--- src/rtl/id_stage_fwd.sv ---
// Decode-stage back end: operand forwarding, branch/jr resolution in ID, hazard detection
// (load-use, branch-operand), ID/EX pipeline register and a saturating stall counter.
module id_stage_fwd #(
    parameter int unsigned DATA_W = 32,
    parameter int unsigned AW     = 5,
    parameter int unsigned CTRL_W = 12,
    parameter int unsigned CNT_W  = 16
) (
    input  logic              clk_i,
    input  logic              rst_ni,
    input  logic              freeze_i,
    // ID stage
    input  logic              id_valid_i,
    input  logic [DATA_W-1:0] id_pc_4_i,
    input  logic [AW-1:0]     id_rs_addr_i,
    input  logic [AW-1:0]     id_rt_addr_i,
    input  logic              id_use_rs_i,
    input  logic              id_use_rt_i,
    input  logic [DATA_W-1:0] id_rs_rf_i,
    input  logic [DATA_W-1:0] id_rt_rf_i,
    input  logic [DATA_W-1:0] id_imm_i,
    input  logic              id_beq_i,
    input  logic              id_bne_i,
    input  logic              id_jr_i,
    input  logic              id_wr_en_i,
    input  logic              id_is_load_i,
    input  logic [AW-1:0]     id_wr_addr_i,
    input  logic [CTRL_W-1:0] id_ctrl_i,
    // EX / MEM / WB producers
    input  logic [DATA_W-1:0] ex_alu_result_i,
    input  logic              mem_wr_en_i,
    input  logic              mem_is_load_i,
    input  logic [AW-1:0]     mem_wr_addr_i,
    input  logic [DATA_W-1:0] mem_wr_data_i,
    input  logic              wb_wr_en_i,
    input  logic [AW-1:0]     wb_wr_addr_i,
    input  logic [DATA_W-1:0] wb_wr_data_i,
    // Hazard and redirect
    output logic              stall_o,
    output logic              br_taken_o,
    output logic [DATA_W-1:0] br_target_o,
    // ID/EX register
    output logic              ex_valid_o,
    output logic              ex_wr_en_o,
    output logic              ex_is_load_o,
    output logic [AW-1:0]     ex_wr_addr_o,
    output logic [DATA_W-1:0] ex_rs_val_o,
    output logic [DATA_W-1:0] ex_rt_val_o,
    output logic [DATA_W-1:0] ex_imm_o,
    output logic [CTRL_W-1:0] ex_ctrl_o,
    output logic [CNT_W-1:0]  stall_cycles_o
);

    logic              ex_valid_q, ex_valid_d;
    logic              ex_wr_en_q, ex_wr_en_d;
    logic              ex_is_load_q, ex_is_load_d;
    logic [AW-1:0]     ex_wr_addr_q, ex_wr_addr_d;
    logic [DATA_W-1:0] ex_rs_val_q, ex_rs_val_d;
    logic [DATA_W-1:0] ex_rt_val_q, ex_rt_val_d;
    logic [DATA_W-1:0] ex_imm_q, ex_imm_d;
    logic [CTRL_W-1:0] ex_ctrl_q, ex_ctrl_d;
    logic [CNT_W-1:0]  cnt_q, cnt_d;

    logic              rs_live, rt_live;
    logic              ex_hit_rs, ex_hit_rt;
    logic              mem_hit_rs, mem_hit_rt;
    logic              wb_hit_rs, wb_hit_rt;
    logic [DATA_W-1:0] br_rs, br_rt;
    logic [DATA_W-1:0] op_rs, op_rt;
    logic              is_branch;
    logic              ops_eq;
    logic              stall;

    // A source only participates in matching when it is actually read and is not r0.
    assign rs_live = id_use_rs_i && (id_rs_addr_i != '0);
    assign rt_live = id_use_rt_i && (id_rt_addr_i != '0);

    assign ex_hit_rs  = rs_live && ex_valid_q && ex_wr_en_q && (ex_wr_addr_q == id_rs_addr_i);
    assign ex_hit_rt  = rt_live && ex_valid_q && ex_wr_en_q && (ex_wr_addr_q == id_rt_addr_i);
    assign mem_hit_rs = rs_live && mem_wr_en_i && (mem_wr_addr_i == id_rs_addr_i);
    assign mem_hit_rt = rt_live && mem_wr_en_i && (mem_wr_addr_i == id_rt_addr_i);
    assign wb_hit_rs  = rs_live && wb_wr_en_i && (wb_wr_addr_i == id_rs_addr_i);
    assign wb_hit_rt  = rt_live && wb_wr_en_i && (wb_wr_addr_i == id_rt_addr_i);

    // Branch operands stop at MEM; EX results arrive too late for the ID compare.
    always_comb begin
        br_rs = id_rs_rf_i;
        if (wb_hit_rs) begin
            br_rs = wb_wr_data_i;
        end
        if (mem_hit_rs && !mem_is_load_i) begin
            br_rs = mem_wr_data_i;
        end
        if (id_rs_addr_i == '0) begin
            br_rs = '0;
        end

        br_rt = id_rt_rf_i;
        if (wb_hit_rt) begin
            br_rt = wb_wr_data_i;
        end
        if (mem_hit_rt && !mem_is_load_i) begin
            br_rt = mem_wr_data_i;
        end
        if (id_rt_addr_i == '0) begin
            br_rt = '0;
        end
    end

    always_comb begin
        op_rs = br_rs;
        if (ex_hit_rs && !ex_is_load_q) begin
            op_rs = ex_alu_result_i;
        end
        op_rt = br_rt;
        if (ex_hit_rt && !ex_is_load_q) begin
            op_rt = ex_alu_result_i;
        end
    end

    assign is_branch = id_beq_i || id_bne_i || id_jr_i;
    assign ops_eq    = (br_rs == br_rt);

    assign stall = id_valid_i &&
                   (((ex_hit_rs || ex_hit_rt) && ex_is_load_q) ||
                    ((mem_hit_rs || mem_hit_rt) && mem_is_load_i) ||
                    (is_branch && (ex_hit_rs || ex_hit_rt)));

    assign stall_o     = stall;
    assign br_taken_o  = id_valid_i && !stall &&
                         (id_jr_i || (id_beq_i && ops_eq) || (id_bne_i && !ops_eq));
    assign br_target_o = id_jr_i ? br_rs : (id_pc_4_i + (id_imm_i << 2));

    // Bubbles only clear the control bits; data fields simply hold.
    always_comb begin
        ex_valid_d   = ex_valid_q;
        ex_wr_en_d   = ex_wr_en_q;
        ex_is_load_d = ex_is_load_q;
        ex_wr_addr_d = ex_wr_addr_q;
        ex_rs_val_d  = ex_rs_val_q;
        ex_rt_val_d  = ex_rt_val_q;
        ex_imm_d     = ex_imm_q;
        ex_ctrl_d    = ex_ctrl_q;
        if (!freeze_i) begin
            if (stall || !id_valid_i) begin
                ex_valid_d   = 1'b0;
                ex_wr_en_d   = 1'b0;
                ex_is_load_d = 1'b0;
            end else begin
                ex_valid_d   = 1'b1;
                ex_wr_en_d   = id_wr_en_i;
                ex_is_load_d = id_is_load_i;
                ex_wr_addr_d = id_wr_addr_i;
                ex_rs_val_d  = op_rs;
                ex_rt_val_d  = op_rt;
                ex_imm_d     = id_imm_i;
                ex_ctrl_d    = id_ctrl_i;
            end
        end
    end

    always_comb begin
        cnt_d = cnt_q;
        if (stall && !freeze_i && (cnt_q != '1)) begin
            cnt_d = cnt_q + CNT_W'(1);
        end
    end

    always_ff @(posedge clk_i or negedge rst_ni) begin
        if (!rst_ni) begin
            ex_valid_q   <= 1'b0;
            ex_wr_en_q   <= 1'b0;
            ex_is_load_q <= 1'b0;
            ex_wr_addr_q <= '0;
            ex_rs_val_q  <= '0;
            ex_rt_val_q  <= '0;
            ex_imm_q     <= '0;
            ex_ctrl_q    <= '0;
            cnt_q        <= '0;
        end else begin
            ex_valid_q   <= ex_valid_d;
            ex_wr_en_q   <= ex_wr_en_d;
            ex_is_load_q <= ex_is_load_d;
            ex_wr_addr_q <= ex_wr_addr_d;
            ex_rs_val_q  <= ex_rs_val_d;
            ex_rt_val_q  <= ex_rt_val_d;
            ex_imm_q     <= ex_imm_d;
            ex_ctrl_q    <= ex_ctrl_d;
            cnt_q        <= cnt_d;
        end
    end

    assign ex_valid_o     = ex_valid_q;
    assign ex_wr_en_o     = ex_wr_en_q;
    assign ex_is_load_o   = ex_is_load_q;
    assign ex_wr_addr_o   = ex_wr_addr_q;
    assign ex_rs_val_o    = ex_rs_val_q;
    assign ex_rt_val_o    = ex_rt_val_q;
    assign ex_imm_o       = ex_imm_q;
    assign ex_ctrl_o      = ex_ctrl_q;
    assign stall_cycles_o = cnt_q;

endmodule

--- config.mk ---
export PLATFORM = sky130hd
export DESIGN_NAME = id_stage_fwd
export DESIGN_NICKNAME = d
export VERILOG_FILES = /design/src/rtl/id_stage_fwd.sv
export SDC_FILE = /design/constraint.sdc
export NUM_CORES = 1
export LEC_CHECK = 0
export ABC_AREA = 1
export ABC_CLOCK_PERIOD_IN_PS = 5350
export CAP_MARGIN = 10
export CELL_PAD_IN_SITES_DETAIL_PLACEMENT = 1
export CELL_PAD_IN_SITES_GLOBAL_PLACEMENT = 1
export CORE_MARGIN = 2
export CORE_UTILIZATION = 33
export CTS_CLUSTER_SIZE = 8
export DETAILED_ROUTE_END_ITERATION = 10
export GPL_TIMING_DRIVEN = 0
export PLACE_DENSITY = 0.91
export SETUP_SLACK_MARGIN = 0.1
export SYNTH_ARGS = -nofsm -noshare
export SYNTH_HDL_FRONTEND = slang
export SYNTH_SLANG_ARGS = --single-unit
export TNS_END_PERCENT = 30
--- constraint.sdc ---
create_clock -name clk_i -period 5.35 [get_ports clk_i]
set_input_delay 1.07 -clock clk_i [delete_from_list [all_inputs] [get_ports clk_i]]
set_output_delay 1.07 -clock clk_i [all_outputs]
set_load 0.1 [all_outputs]
==> summary.md <==
| Metric | Value |
|---|---|
| Total number of H-tree levels | 4 |
| Area added between synthesis and finish | 54.5% |
| Worst-margin pin slew | 1120 ps |
| Slew Viols, Final | 0 |
| Initial core utilization | between 30 and 40% |
| Hold Fails Final Rpt | 0 |
| Drt first-iter violations | between 900 and 1k |
| Crit. End Element | output port |
| PortBufs | between 400 and 500 |
| Die width | slightly below 200 um |
| Largest net degree at the start of global routing | between 70 and 80 |
| Worst Path Buf+Inv | 7 |
| CP arrival | a little over 4000 ps |
| Crit Path Category | input pin to output port |
| Mapped Avg Cell Area | approximately 6.2 um^2 |
| Leakage | 9.21 nW |
| Max-cap viol count | 0 |
| Slew HR | about 25% |
| Worst path required time | around 4300 ps |
| Fin area | ~18,000 um^2 |
| Dpl cell area | 16,800 um^2 |
| First-pass GRT wire length | between 90 and 100 mm |
| Nets | 2,702 |
| Total track usage | between 30% and 40% |
| Final WL | ~66 mm |
| Crit path max-delay family | simple AND/OR/NAND/NOR gates |
| Hold Slack | between 400 and 500 ps |
| Grt ovf | 0 |
| Pre-CTS setup slack | -1460 ps |
| Status | complete, no violations |
| Most used cell, CP | nand2_1 |
| Final min period | 5180 ps |
| Cts hold-fix bufs | 0 |
| PnR worst setup slack | between 150 and 200 ps |
| Ports | roughly 440 |
| Antenna violations before repair | 2 |
| Post-synthesis sequential area ratio | 28.0% |
| Final setup violation count | 0 |
| Num Clock Sinks | about 130 |
| Critical Path Source Type | input pin |
| TritonCTS buffer count | 17 |
| Asr flop ratio synth | between 90% and 100% |
| Vias in the first global route | ~16k |
| Synthesized cell area | 11,800 um^2 |
| EDFF count, synth | 0 |
| Die height | a little under 200 um |
| PwrDens | ~280 nW/um^2 |
| CP max stage cell | dlygate4sd2_1 |
| Core Area | 35,400 um^2 |
| Crit path cell chain | dlygate4sd2_1 > inv_2 > nand2_1 > o21ai_1 > nor3_4 > nand3_4 > buf_8 > buf_6 > nand3_2 > inv_1 > nor2_2 > nand2_1 > nand2_1 > nand2_1 > nor2_2 > nand2_2 > nor2_4 > nand2_1 > nand2_1 > nand3_1 > nand2_1 > inv_1 > buf_12 |
| Dpl hpwl | 53.3 mm |
| Clk root buf | clkbuf_16 |
| Finished Core Util | between 50% and 60% |
| Synth unique cells | 49 |
| Clock transition at path regs | approximately 60 ps |
| Period utilization | 96.8% |
| Peak VDD IR | around 0.33 mV |
| Vias per cell | about 5.4 |
| Clock Tree Buf Depth | 2 |
| Max stage delay on crit path | 400 ps |
| FF+latch count, synth | 132 |
| # DRC | 0 |
| Placement row count | 69 |
| Average wire per standard cell | 23.2 um |
| Die area | ~37,000 um^2 |
| Crit Path Max Fanout | 10 |
| DRT Pass-1 Iters | 7 |
| CTS tree | done |
| ANT nets after route | 0 |
| Worst skew pair latency | roughly 460 ps |
| Worst Hold Class | flop to flop |
| RD Place Congestion | between 0.9 and 1 |
| Share of layout cells above drive strength 1 | between 10% and 20% |
| Ys flop type | dfrtp_1 |
| F_max | 0.193 GHz |
| RSZ-0062 raised after global routing | true |
| Synth warn | 0 |
| Syn Nets | between 2k and 2.5k |
| Clock skew | 13.9 ps |
| Routed via count | approximately 16k |
| Syn Inst Count | approximately 1.9k |
==> worst register-to-register path, delay by kind of cell (launching register included) <==
family,cells,cell delay (ps)
flops,1,500
buf+inv,1,590
compound gates,3,700
xor+xnor,1,180
simple gates,5,770
==> cell type report <==
| cell class | count | area, um^2 |
|---|---|---|
| Antenna cell | 1 | 2.50 |
| Buffer | 94 | 554 |
| Clock buffer | 18 | 439 |
| Clock inverter | 13 | 100 |
| Fill cell | 4612 | 17200 |
| Inverter | 222 | 843 |
| Multi-Input combinational cell | 1463 | 7730 |
| Sequential cell | 132 | 3300 |
| Tap cell | 461 | 577 |
| Timing Repair Buffer | 466 | 4680 |
==> cell usage after synthesis (2+ instances only) <==
master      n  area share [%]
inv_2      19            0.60
o22ai_1     2            0.11
nand4_1   100             5.3
buf_1       5            0.16
mux2_2     32             3.1
or2_2       5            0.27
nand3_1    67             2.8
o21ai_1    59             2.5
a21oi_1    67             2.8
o31ai_1     3            0.19
nor2_2      8            0.42
clkbuf_1   42             1.3
nor3_1     11            0.47
nor4_1      6            0.32
nand3_2    11            0.93
o21bai_1    2            0.13
a211oi_1    3            0.19
o211ai_1   10            0.64
xor2_1     25             1.9
nor2_1    131             4.2
nor2b_1     7            0.37
a21boi_0    3            0.19
nand2_1   735              23
ha_1       30             3.2
nor2_4      4            0.38
buf_2      40             1.7
o21a_1      5            0.32
a21o_1      2            0.13
xnor2_1    18             1.3
o21ai_0   101             4.3
dfrtp_1   132              28
buf_6       6            0.57
nand2_2     2            0.11
inv_1     203             6.5
==> state kept, by name (all words and copies together) (netlist names) <==
signal / cells
ex_valid_o: 1
stall_cycles_o: 16
ex_wr_en_o: 1
ex_imm_o: 32
ex_is_load_o: 1
ex_rt_val_o: 32
ex_rs_val_o: 32
ex_wr_addr_o: 5
ex_ctrl_o: 12
==> final timing paths <==
path | end | start | slack [ps] | depth (start not counted)
worst max-delay path | br_taken_o | id_rs_addr_i[1] | 170 | 23
worst min-delay path | ex_imm_o[12] | ex_imm_o[12] | 470 | 2
worst max register to register | ex_rs_val_o[25] | ex_wr_addr_o[3] | 2530 | 10
worst min register to register | ex_imm_o[12] | ex_imm_o[12] | 470 | 2
max in group asynchronous | ex_rt_val_o[30] | rst_ni | 3890 | 2
min in group asynchronous | stall_cycles_o[15] | rst_ni | 650 | 1
==> power by group <==
| group | total [W] | internal [W] | switching (W) |
|---|---|---|---|
| combinational | 0.00276 | 0.000723 | 0.00203 |
| sequential | 0.00123 | 0.00113 | 0.000102 |
| clock | 0.00113 | 0.000608 | 0.000526 |
| total | 0.00512 | 0.00246 | 0.00266 |
==> per-layer routing <==
layer  vias up  part of all wire (%)  global-route usage (%)
li1       7105                     -                       -
met1      7651                    39                    40.5
met5         -                     0                       0
met4         0                   4.6                    14.9
met2       639                    49                    61.4
met3       163                   6.7                    6.44
==> metrics by stage <==
step / TNS [ps] / total power [W] / cells
global placement: -319510 / 0.00388 / 2812
global route: 0 / 0.00529 / 2870
detailed placement: -19120 / 0.00392 / 2813
finish: 0 / 0.00512 / 2870
CTS: -316 / 0.00507 / 2845
floorplan: -2300 / 0.00301 / 1911
==> kinds of logic after synthesis <==
group,share of synthesized area (%)
adder cells (fa/ha/maj),3.35
multiplexers,3.05
flip-flops,28.0
buffers and inverters,10.9
AND/OR/NAND/NOR,39.5
XOR/XNOR,3.19
AO/OA/AOI/OAI,12.0
==> timing repair <==
| action | in CTS | in global routing |
|---|---|---|
| gates resized for setup | 213 | 155 |
| setup buffers | 1 | 23 |
| pin swaps | 1 | 29 |
| cloned | 0 | 1 |
| endpoints found under the setup margin | 34 | 29 |
==> placed cells by master, fill, tap and decap left out, types with 14 or more instances in the layout <==
cell type	instances
a21oi_1	37
a21oi_2	23
buf_2	30
buf_4	34
clkbuf_1	34
clkbuf_16	18
clkdlybuf4s50_1	388
dfrtp_1	132
dlymetal6s2s_1	14
ha_1	30
inv_1	202
inv_2	18
mux2_2	32
nand2_1	730
nand3_1	65
nand4_1	100
nor2_1	102
nor2_2	19
nor2_4	22
o21ai_0	91
o21ai_1	59
xnor2_1	18
xor2_1	24
Note: power is estimated with default switching activity, not from simulation.
